==> src/rtl/mips_mc_control_pkg.sv <==
// Shared definitions for the multi-cycle MIPS control path.
// Holds the opcode values, the FSM state encodings, and the mux-select and
// ALU-op encodings. The ALU decoder and the datapath muxes use the same
// encodings. Also holds the packed control bundle produced by the output
// decoder.
package mips_mc_control_pkg;

  localparam int OPCODE_W = 6;
  localparam int STATE_W  = 4;

  // Opcode field values (instr[31:26])
  localparam logic [OPCODE_W-1:0] OP_RTYPE = 6'h00;
  localparam logic [OPCODE_W-1:0] OP_J     = 6'h02;
  localparam logic [OPCODE_W-1:0] OP_BEQ   = 6'h04;
  localparam logic [OPCODE_W-1:0] OP_ADDI  = 6'h08;
  localparam logic [OPCODE_W-1:0] OP_LW    = 6'h23;
  localparam logic [OPCODE_W-1:0] OP_SW    = 6'h2B;

  typedef enum logic [STATE_W-1:0] {
    ST_FETCH  = 4'd0,
    ST_DECODE = 4'd1,
    ST_MEMADR = 4'd2,
    ST_MEMRD  = 4'd3,
    ST_MEMWB  = 4'd4,
    ST_MEMWR  = 4'd5,
    ST_RTEXEC = 4'd6,
    ST_ALUWB  = 4'd7,
    ST_BRANCH = 4'd8,
    ST_ADDIEX = 4'd9,
    ST_ADDIWB = 4'd10,
    ST_JUMP   = 4'd11
  } state_t;

  // ALUSrcB select
  localparam logic [1:0] SRCB_REG     = 2'd0;
  localparam logic [1:0] SRCB_FOUR    = 2'd1;
  localparam logic [1:0] SRCB_IMM     = 2'd2;
  localparam logic [1:0] SRCB_IMM_SH2 = 2'd3;

  // ALUOp encoding seen by the ALU decoder
  localparam logic [1:0] ALUOP_ADD   = 2'd0;
  localparam logic [1:0] ALUOP_SUB   = 2'd1;
  localparam logic [1:0] ALUOP_FUNCT = 2'd2;

  // PCSrc select
  localparam logic [1:0] PCSRC_ALU    = 2'd0;
  localparam logic [1:0] PCSRC_ALUOUT = 2'd1;
  localparam logic [1:0] PCSRC_JUMP   = 2'd2;

  // Raw per-state control bundle. pc_write and branch are combined with the
  // ALU zero flag in the top to form PCEn.
  typedef struct packed {
    logic       iord;
    logic       mem_write;
    logic       ir_write;
    logic       reg_dst;
    logic       mem_to_reg;
    logic       reg_write;
    logic       alu_src_a;
    logic [1:0] alu_src_b;
    logic [1:0] alu_op;
    logic [1:0] pc_src;
    logic       pc_write;
    logic       branch;
  } ctrl_t;

  function automatic logic is_known_op(input logic [OPCODE_W-1:0] op);
    return (op == OP_RTYPE) || (op == OP_J) || (op == OP_BEQ) ||
           (op == OP_ADDI) || (op == OP_LW) || (op == OP_SW);
  endfunction

endpackage

==> src/rtl/mips_mc_outdec.sv <==
// Combinational state -> control decode for the multi-cycle MIPS FSM.
// Ports:
//   i_state     current FSM state
//   i_mem_ready memory handshake; qualifies the fetch-cycle IR and PC loads
//   o_ctrl      raw control bundle. Selects not used in a state are driven 0.
//               Unencoded states decode to all zero.
module mips_mc_outdec
  import mips_mc_control_pkg::*;
(
  input  logic [STATE_W-1:0] i_state,
  input  logic               i_mem_ready,
  output ctrl_t              o_ctrl
);

  always_comb begin
    o_ctrl = '0;
    case (i_state)
      ST_FETCH: begin
        o_ctrl.alu_src_b = SRCB_FOUR;
        o_ctrl.alu_op    = ALUOP_ADD;
        o_ctrl.pc_src    = PCSRC_ALU;
        // IR and PC only load once the instruction word has actually arrived
        o_ctrl.ir_write  = i_mem_ready;
        o_ctrl.pc_write  = i_mem_ready;
      end
      ST_DECODE: begin
        // Precompute the branch target into ALUOut while the opcode is decoded
        o_ctrl.alu_src_b = SRCB_IMM_SH2;
        o_ctrl.alu_op    = ALUOP_ADD;
      end
      ST_MEMADR: begin
        o_ctrl.alu_src_a = 1'b1;
        o_ctrl.alu_src_b = SRCB_IMM;
        o_ctrl.alu_op    = ALUOP_ADD;
      end
      ST_MEMRD: begin
        o_ctrl.iord = 1'b1;
      end
      ST_MEMWB: begin
        o_ctrl.mem_to_reg = 1'b1;
        o_ctrl.reg_write  = 1'b1;
      end
      ST_MEMWR: begin
        // The write strobe is held for the whole wait on mem_ready
        o_ctrl.iord      = 1'b1;
        o_ctrl.mem_write = 1'b1;
      end
      ST_RTEXEC: begin
        o_ctrl.alu_src_a = 1'b1;
        o_ctrl.alu_src_b = SRCB_REG;
        o_ctrl.alu_op    = ALUOP_FUNCT;
      end
      ST_ALUWB: begin
        o_ctrl.reg_dst   = 1'b1;
        o_ctrl.reg_write = 1'b1;
      end
      ST_BRANCH: begin
        o_ctrl.alu_src_a = 1'b1;
        o_ctrl.alu_src_b = SRCB_REG;
        o_ctrl.alu_op    = ALUOP_SUB;
        o_ctrl.pc_src    = PCSRC_ALUOUT;
        o_ctrl.branch    = 1'b1;
      end
      ST_ADDIEX: begin
        o_ctrl.alu_src_a = 1'b1;
        o_ctrl.alu_src_b = SRCB_IMM;
        o_ctrl.alu_op    = ALUOP_ADD;
      end
      ST_ADDIWB: begin
        o_ctrl.reg_write = 1'b1;
      end
      ST_JUMP: begin
        o_ctrl.pc_src   = PCSRC_JUMP;
        o_ctrl.pc_write = 1'b1;
      end
      default: ;
    endcase
  end

endmodule

==> src/rtl/mips_mc_control.sv <==
// Multi-cycle MIPS main control FSM.
// Moves each instruction through the fetch, decode, execute, memory and
// writeback steps. It stalls on mem_ready while fetching an instruction,
// during a load read and during a store write.
// Ports:
//   clk, reset      rising-edge clock, synchronous active-high reset
//   opcode          instr[31:26] from the instruction register
//   zero            ALU zero flag, used for BEQ
//   mem_ready       memory access completes this cycle
//   IorD/MemWrite/IRWrite/RegDst/MemtoReg/RegWrite/ALUSrcA/ALUSrcB/ALUOp/
//   PCSrc/PCEn      datapath controls. All of them are forced to 0 while reset is high.
//   illegal_op      one-cycle pulse in DECODE for an unknown opcode
module mips_mc_control
  import mips_mc_control_pkg::*;
#(
  parameter int OP_W = 6,
  parameter int ST_W = 4
) (
  input  logic            clk,
  input  logic            reset,
  input  logic [OP_W-1:0] opcode,
  input  logic            zero,
  input  logic            mem_ready,
  output logic            IorD,
  output logic            MemWrite,
  output logic            IRWrite,
  output logic            RegDst,
  output logic            MemtoReg,
  output logic            RegWrite,
  output logic            ALUSrcA,
  output logic [1:0]      ALUSrcB,
  output logic [1:0]      ALUOp,
  output logic [1:0]      PCSrc,
  output logic            PCEn,
  output logic            illegal_op
);

  logic [ST_W-1:0] r_state;
  logic [ST_W-1:0] w_state_next;
  logic            w_illegal;
  ctrl_t           w_ctrl;
  ctrl_t           w_ctrl_gated;

  always_ff @(posedge clk) begin
    if (reset) begin
      r_state <= ST_FETCH;
    end else begin
      r_state <= w_state_next;
    end
  end

  always_comb begin
    w_state_next = ST_FETCH;
    w_illegal    = 1'b0;
    case (r_state)
      ST_FETCH:  w_state_next = mem_ready ? ST_DECODE : ST_FETCH;
      ST_DECODE: begin
        case (opcode)
          OP_LW, OP_SW: w_state_next = ST_MEMADR;
          OP_RTYPE:     w_state_next = ST_RTEXEC;
          OP_BEQ:       w_state_next = ST_BRANCH;
          OP_ADDI:      w_state_next = ST_ADDIEX;
          OP_J:         w_state_next = ST_JUMP;
          default:      w_state_next = ST_FETCH;
        endcase
        // DECODE lasts exactly one cycle, so this is a single-cycle pulse
        w_illegal = !is_known_op(opcode);
      end
      ST_MEMADR: begin
        if (opcode == OP_LW) begin
          w_state_next = ST_MEMRD;
        end else if (opcode == OP_SW) begin
          w_state_next = ST_MEMWR;
        end else begin
          w_state_next = ST_FETCH;
        end
      end
      ST_MEMRD:  w_state_next = mem_ready ? ST_MEMWB : ST_MEMRD;
      ST_MEMWR:  w_state_next = mem_ready ? ST_FETCH : ST_MEMWR;
      ST_RTEXEC: w_state_next = ST_ALUWB;
      ST_ADDIEX: w_state_next = ST_ADDIWB;
      // MEMWB, ALUWB, BRANCH, ADDIWB, JUMP and unencoded states all go back to FETCH
      default:   w_state_next = ST_FETCH;
    endcase
  end

  mips_mc_outdec u_outdec (
    .i_state     (r_state),
    .i_mem_ready (mem_ready),
    .o_ctrl      (w_ctrl)
  );

  // Reset gates every output combinationally. Nothing can be written
  // during the reset cycles, even while the state register still holds
  // the state of the aborted instruction.
  assign w_ctrl_gated = reset ? '0 : w_ctrl;

  assign IorD       = w_ctrl_gated.iord;
  assign MemWrite   = w_ctrl_gated.mem_write;
  assign IRWrite    = w_ctrl_gated.ir_write;
  assign RegDst     = w_ctrl_gated.reg_dst;
  assign MemtoReg   = w_ctrl_gated.mem_to_reg;
  assign RegWrite   = w_ctrl_gated.reg_write;
  assign ALUSrcA    = w_ctrl_gated.alu_src_a;
  assign ALUSrcB    = w_ctrl_gated.alu_src_b;
  assign ALUOp      = w_ctrl_gated.alu_op;
  assign PCSrc      = w_ctrl_gated.pc_src;
  assign PCEn       = w_ctrl_gated.pc_write | (w_ctrl_gated.branch & zero);
  assign illegal_op = w_illegal & ~reset;

endmodule

==> config.mk <==
export PLATFORM = sky130hd
export DESIGN_NAME = mips_mc_control
export DESIGN_NICKNAME = d
export VERILOG_FILES = /design/src/rtl/mips_mc_control_pkg.sv /design/src/rtl/mips_mc_outdec.sv /design/src/rtl/mips_mc_control.sv
export SDC_FILE = /design/constraint.sdc
export NUM_CORES = 1
export LEC_CHECK = 0
export CAP_MARGIN = 10
export CORE_MARGIN = 2
export CORE_UTILIZATION = 40
export CTS_BUF_LIST = sky130_fd_sc_hd__clkbuf_8 sky130_fd_sc_hd__clkbuf_16
export CTS_CLUSTER_SIZE = 12
export DETAILED_ROUTE_END_ITERATION = 10
export PLACE_DENSITY = 0.84
export SYNTH_ARGS = -nofsm -noshare
export SYNTH_HDL_FRONTEND = slang
export SYNTH_SLANG_ARGS = --single-unit
export TNS_END_PERCENT = 5
==> constraint.sdc <==
create_clock -name clk -period 1.81 [get_ports clk]
set_input_delay 0.4525 -clock clk [delete_from_list [all_inputs] [get_ports clk]]
set_output_delay 0.4525 -clock clk [all_outputs]
set_load 0.02 [all_outputs]
==> impl_metrics.py <==
metrics = {
    "outcome": {
        "status": "complete, but fails checks",
        "violations": "negative setup slack",
    },
    "power": {
        "combinationalPowerShare_pct": 35.6,
        "vdd_ir_drop_max_v": 0.000566,
        "p_leak_nw": 0.534,
        "intPower_mw": 0.309,
        "clkPwrFrac_pct": 42.7,
        "p_sw_share_pct": 28.8,
        "seqPwrFrac_pct": 21.7,
        "p_per_area_nw_per_um2": 375,
        "netSwitchingPower_mw": 0.125,
        "power.total_mw": 0.434,
    },
    "setup_path": {
        "crit_required_ns": 1.36,
        "cp_slowest_cell": "clkdlybuf4s15_2",
        "crit_path_end_kind": "output port",
        "cp_max_fo": 4,
        "crit_path_start_kind": "input pin",
        "arrival_ns": 1.40,
        "worstPathCellList": "clkdlybuf4s15_2, nor2b_2, nand2_1, nor2_2, a211o_1, buf_4",
        "critPathMaxStageDelay_ns": 0.22,
        "crit_type": "in -> out",
    },
    "synthesis": {
        "syn_avg_cell_area_um2": 7.01,
        "synth_edf_count": 0,
        "synthCells": 80,
        "ys_ff_latch": 4,
        "syn_area_um2": 561,
        "synth_fp_nets": 90,
        "yosys_warnings": 0,
        "synth_flop_cell": "dfxtp_1",
        "synth_cell_type_count": 35,
        "async_reset_ff_share_pct": 0,
        "yosysSeqAreaShare_pct": 14.3,
    },
    "floorplanning": {
        "std_cell_rows": 13,
        "start_util_pct": 43.1,
        "io_pins": 25,
        "core-area_um2": 1300,
        "die_width_um": 41.4,
        "die_area_um2": 1720,
        "chipHeight_um": 41.4,
    },
    "finish": {
        "regArea_um2": 87.6,
        "final_area_um2": 1160,
        "largest_reg_flops": 4,
        "drive_above_1_share_pct": 63.1,
        "utilization_pct": 88.9,
        "reg_top3": "r_state x4",
        "diodes": 0,
        "final_common_cell": "buf_4",
        "area_delta_synth_final_pct": 106,
        "n_fill_cell": 61,
        "multiInputGateArea_um2": 513,
        "fin_nets": 153,
        "regMostFlops": "r_state",
        "layout_common_cells": "buf_4 (39), buf_2 (12), nor2_1 (6)",
    },
    "placed_design": {
        "gp_congestion": 0.832,
        "numPortBuffers": 24,
        "place_area_um2": 1060,
        "dp_hpwl_um": 2070,
    },
    "timing": {
        "fmax_mhz": 541,
        "setup-violations-final": 4,
        "finalMaxSlewViolations": 0,
        "max_slew_margin_pct": 60.1,
        "finalWorstSetupSlack_ns": -0.0392,
        "fin_skew_ns": 0.00134,
        "period_share_pct": 102,
        "hold_violations": 0,
        "fin_crit_ns": 1.85,
        "worst_slew_pin_slew_ns": 0.583,
        "rsz0062_at_grt": "yes",
    },
    "global_routing": {
        "overflow": 0,
        "global_route.usage.met1_pct": 39.6,
        "grt_usage_pct": 39.3,
        "grt_max_degree": 11,
        "use_met2_pct": 62.8,
        "grt_antenna_before_repair": 0,
        "use_met3_pct": 13.9,
        "gr-max-usage-layer": "met2",
        "grt_pass1_wl_um": 4890,
        "grt_pass1_vias": 1000,
    },
    "route": {
        "via_count": 991,
        "wl_per_cell_um": 20.3,
        "dr.first_iter.drc_count": 50,
        "first_pass_iters": 5,
        "via_per_inst": 6.35,
        "ant_nets": 0,
        "drc": 0,
        "finalWirelength_um": 3160,
    },
    "cts": {
        "ctsHtreeMaxLevel": 1,
        "clock-sinks": 4,
        "cts_made_buffers": 3,
        "clkTransAtPathRegs_ns": 0.03,
        "clockBufferDepth": 2,
        "cts_tree": "yes",
        "clock_latency_ns": 0.21,
        "root_buffer": "clkbuf_8",
    },
    "flow_run": {
        "cap_viol_max_count": 0,
    },
    "min_path": {
        "min_path_type": "reg -> reg",
    },
}
==> timing repair <==
action / CTS / global route
gates resized for setup: 99 / 29
hold buffers: 0 / 0
pin swaps: 4 / 4
endpoints found under the setup margin: 19 / 10
gates cloned: 0 / 0
setup buffers: 6 / 0
==> synthesized netlist by cell type (all sizes together) (2+ instances only) <==
master | number | area, µm²
a211o | 2 | 17.5
a21o | 2 | 15.0
a21oi | 4 | 20.0
and3 | 2 | 12.5
buf | 5 | 37.5
dfxtp | 4 | 80.1
nand2 | 4 | 15.0
nand2b | 5 | 31.3
nand3 | 4 | 25.0
nand4 | 2 | 12.5
nor2 | 10 | 45.0
nor2b | 2 | 12.5
nor3 | 6 | 30.0
nor3b | 2 | 15.0
nor4 | 5 | 31.3
o21ai | 4 | 20.0
xor2 | 3 | 26.3
==> worst paths after layout <==
kind	startpoint	end	slack [ns]	depth (start not counted)
max reg2reg	r_state[3]	r_state[3]	0.28	4
min reg2reg	r_state[1]	r_state[3]	0.69	2
max	reset	PCEn	-0.04	6
min	r_state[1]	r_state[3]	0.69	2
==> worst max-delay path, delay by kind of cell <==
| family | cells | cell delay, ns |
|---|---|---|
| AOI/OAI and AO/OA | 1 | 0.12 |
| buffers and inverters | 2 | 0.35 |
| and+or+nand+nor | 3 | 0.46 |
==> layout make-up <==
class | count | area share (%)
repair buffers | 64 | 42.3
clock buffers | 3 | 3.57
multi-input cells | 68 | 44.3
inverters | 2 | 0.649
flip-flops and latches | 4 | 7.57
well taps | 15 | 1.62
==> per-layer routing <==
layer  routed length [µm]  vias to the layer above
met2                 1530                       88
met1                 1090                      445
met3                  256                       36
met4                  285                        0
li1                     -                      422
met5                    0                        -
==> power by group through the flow <==
stage | Clock, mW | Sequential [mW] | Combinational (mW)
after floorplan | 0 | 0.0929 | 0.0519
after detailed placement | 0 | 0.0945 | 0.136
after global routing | 0.209 | 0.0943 | 0.162
after global placement | 0 | 0.0944 | 0.129
final | 0.185 | 0.0942 | 0.154
after CTS | 0.191 | 0.0938 | 0.138
==> logic make-up after synthesis <==
| family | share of synthesized area, % |
|---|---|
| XOR/XNOR | 4.69 |
| AND/OR/NAND/NOR | 47.5 |
| buffers and inverters | 8.70 |
| AO/OA/AOI/OAI | 24.8 |
| flip-flops | 14.3 |
==> stage by stage <==
step,std cells,setup WS [ns],setup TNS [ns],hold slack (ns)
floorplan,80,0.000537,0,0.647
global placement,148,-0.744,-9.48,0.633
detailed placement,148,-0.839,-10.74,0.655
CTS,157,-0.0730,-0.254,0.681
global route,156,-0.0581,-0.255,0.701
finish,156,-0.0392,-0.0646,0.690
No activity file was read; power rests on OpenSTA's default activity.
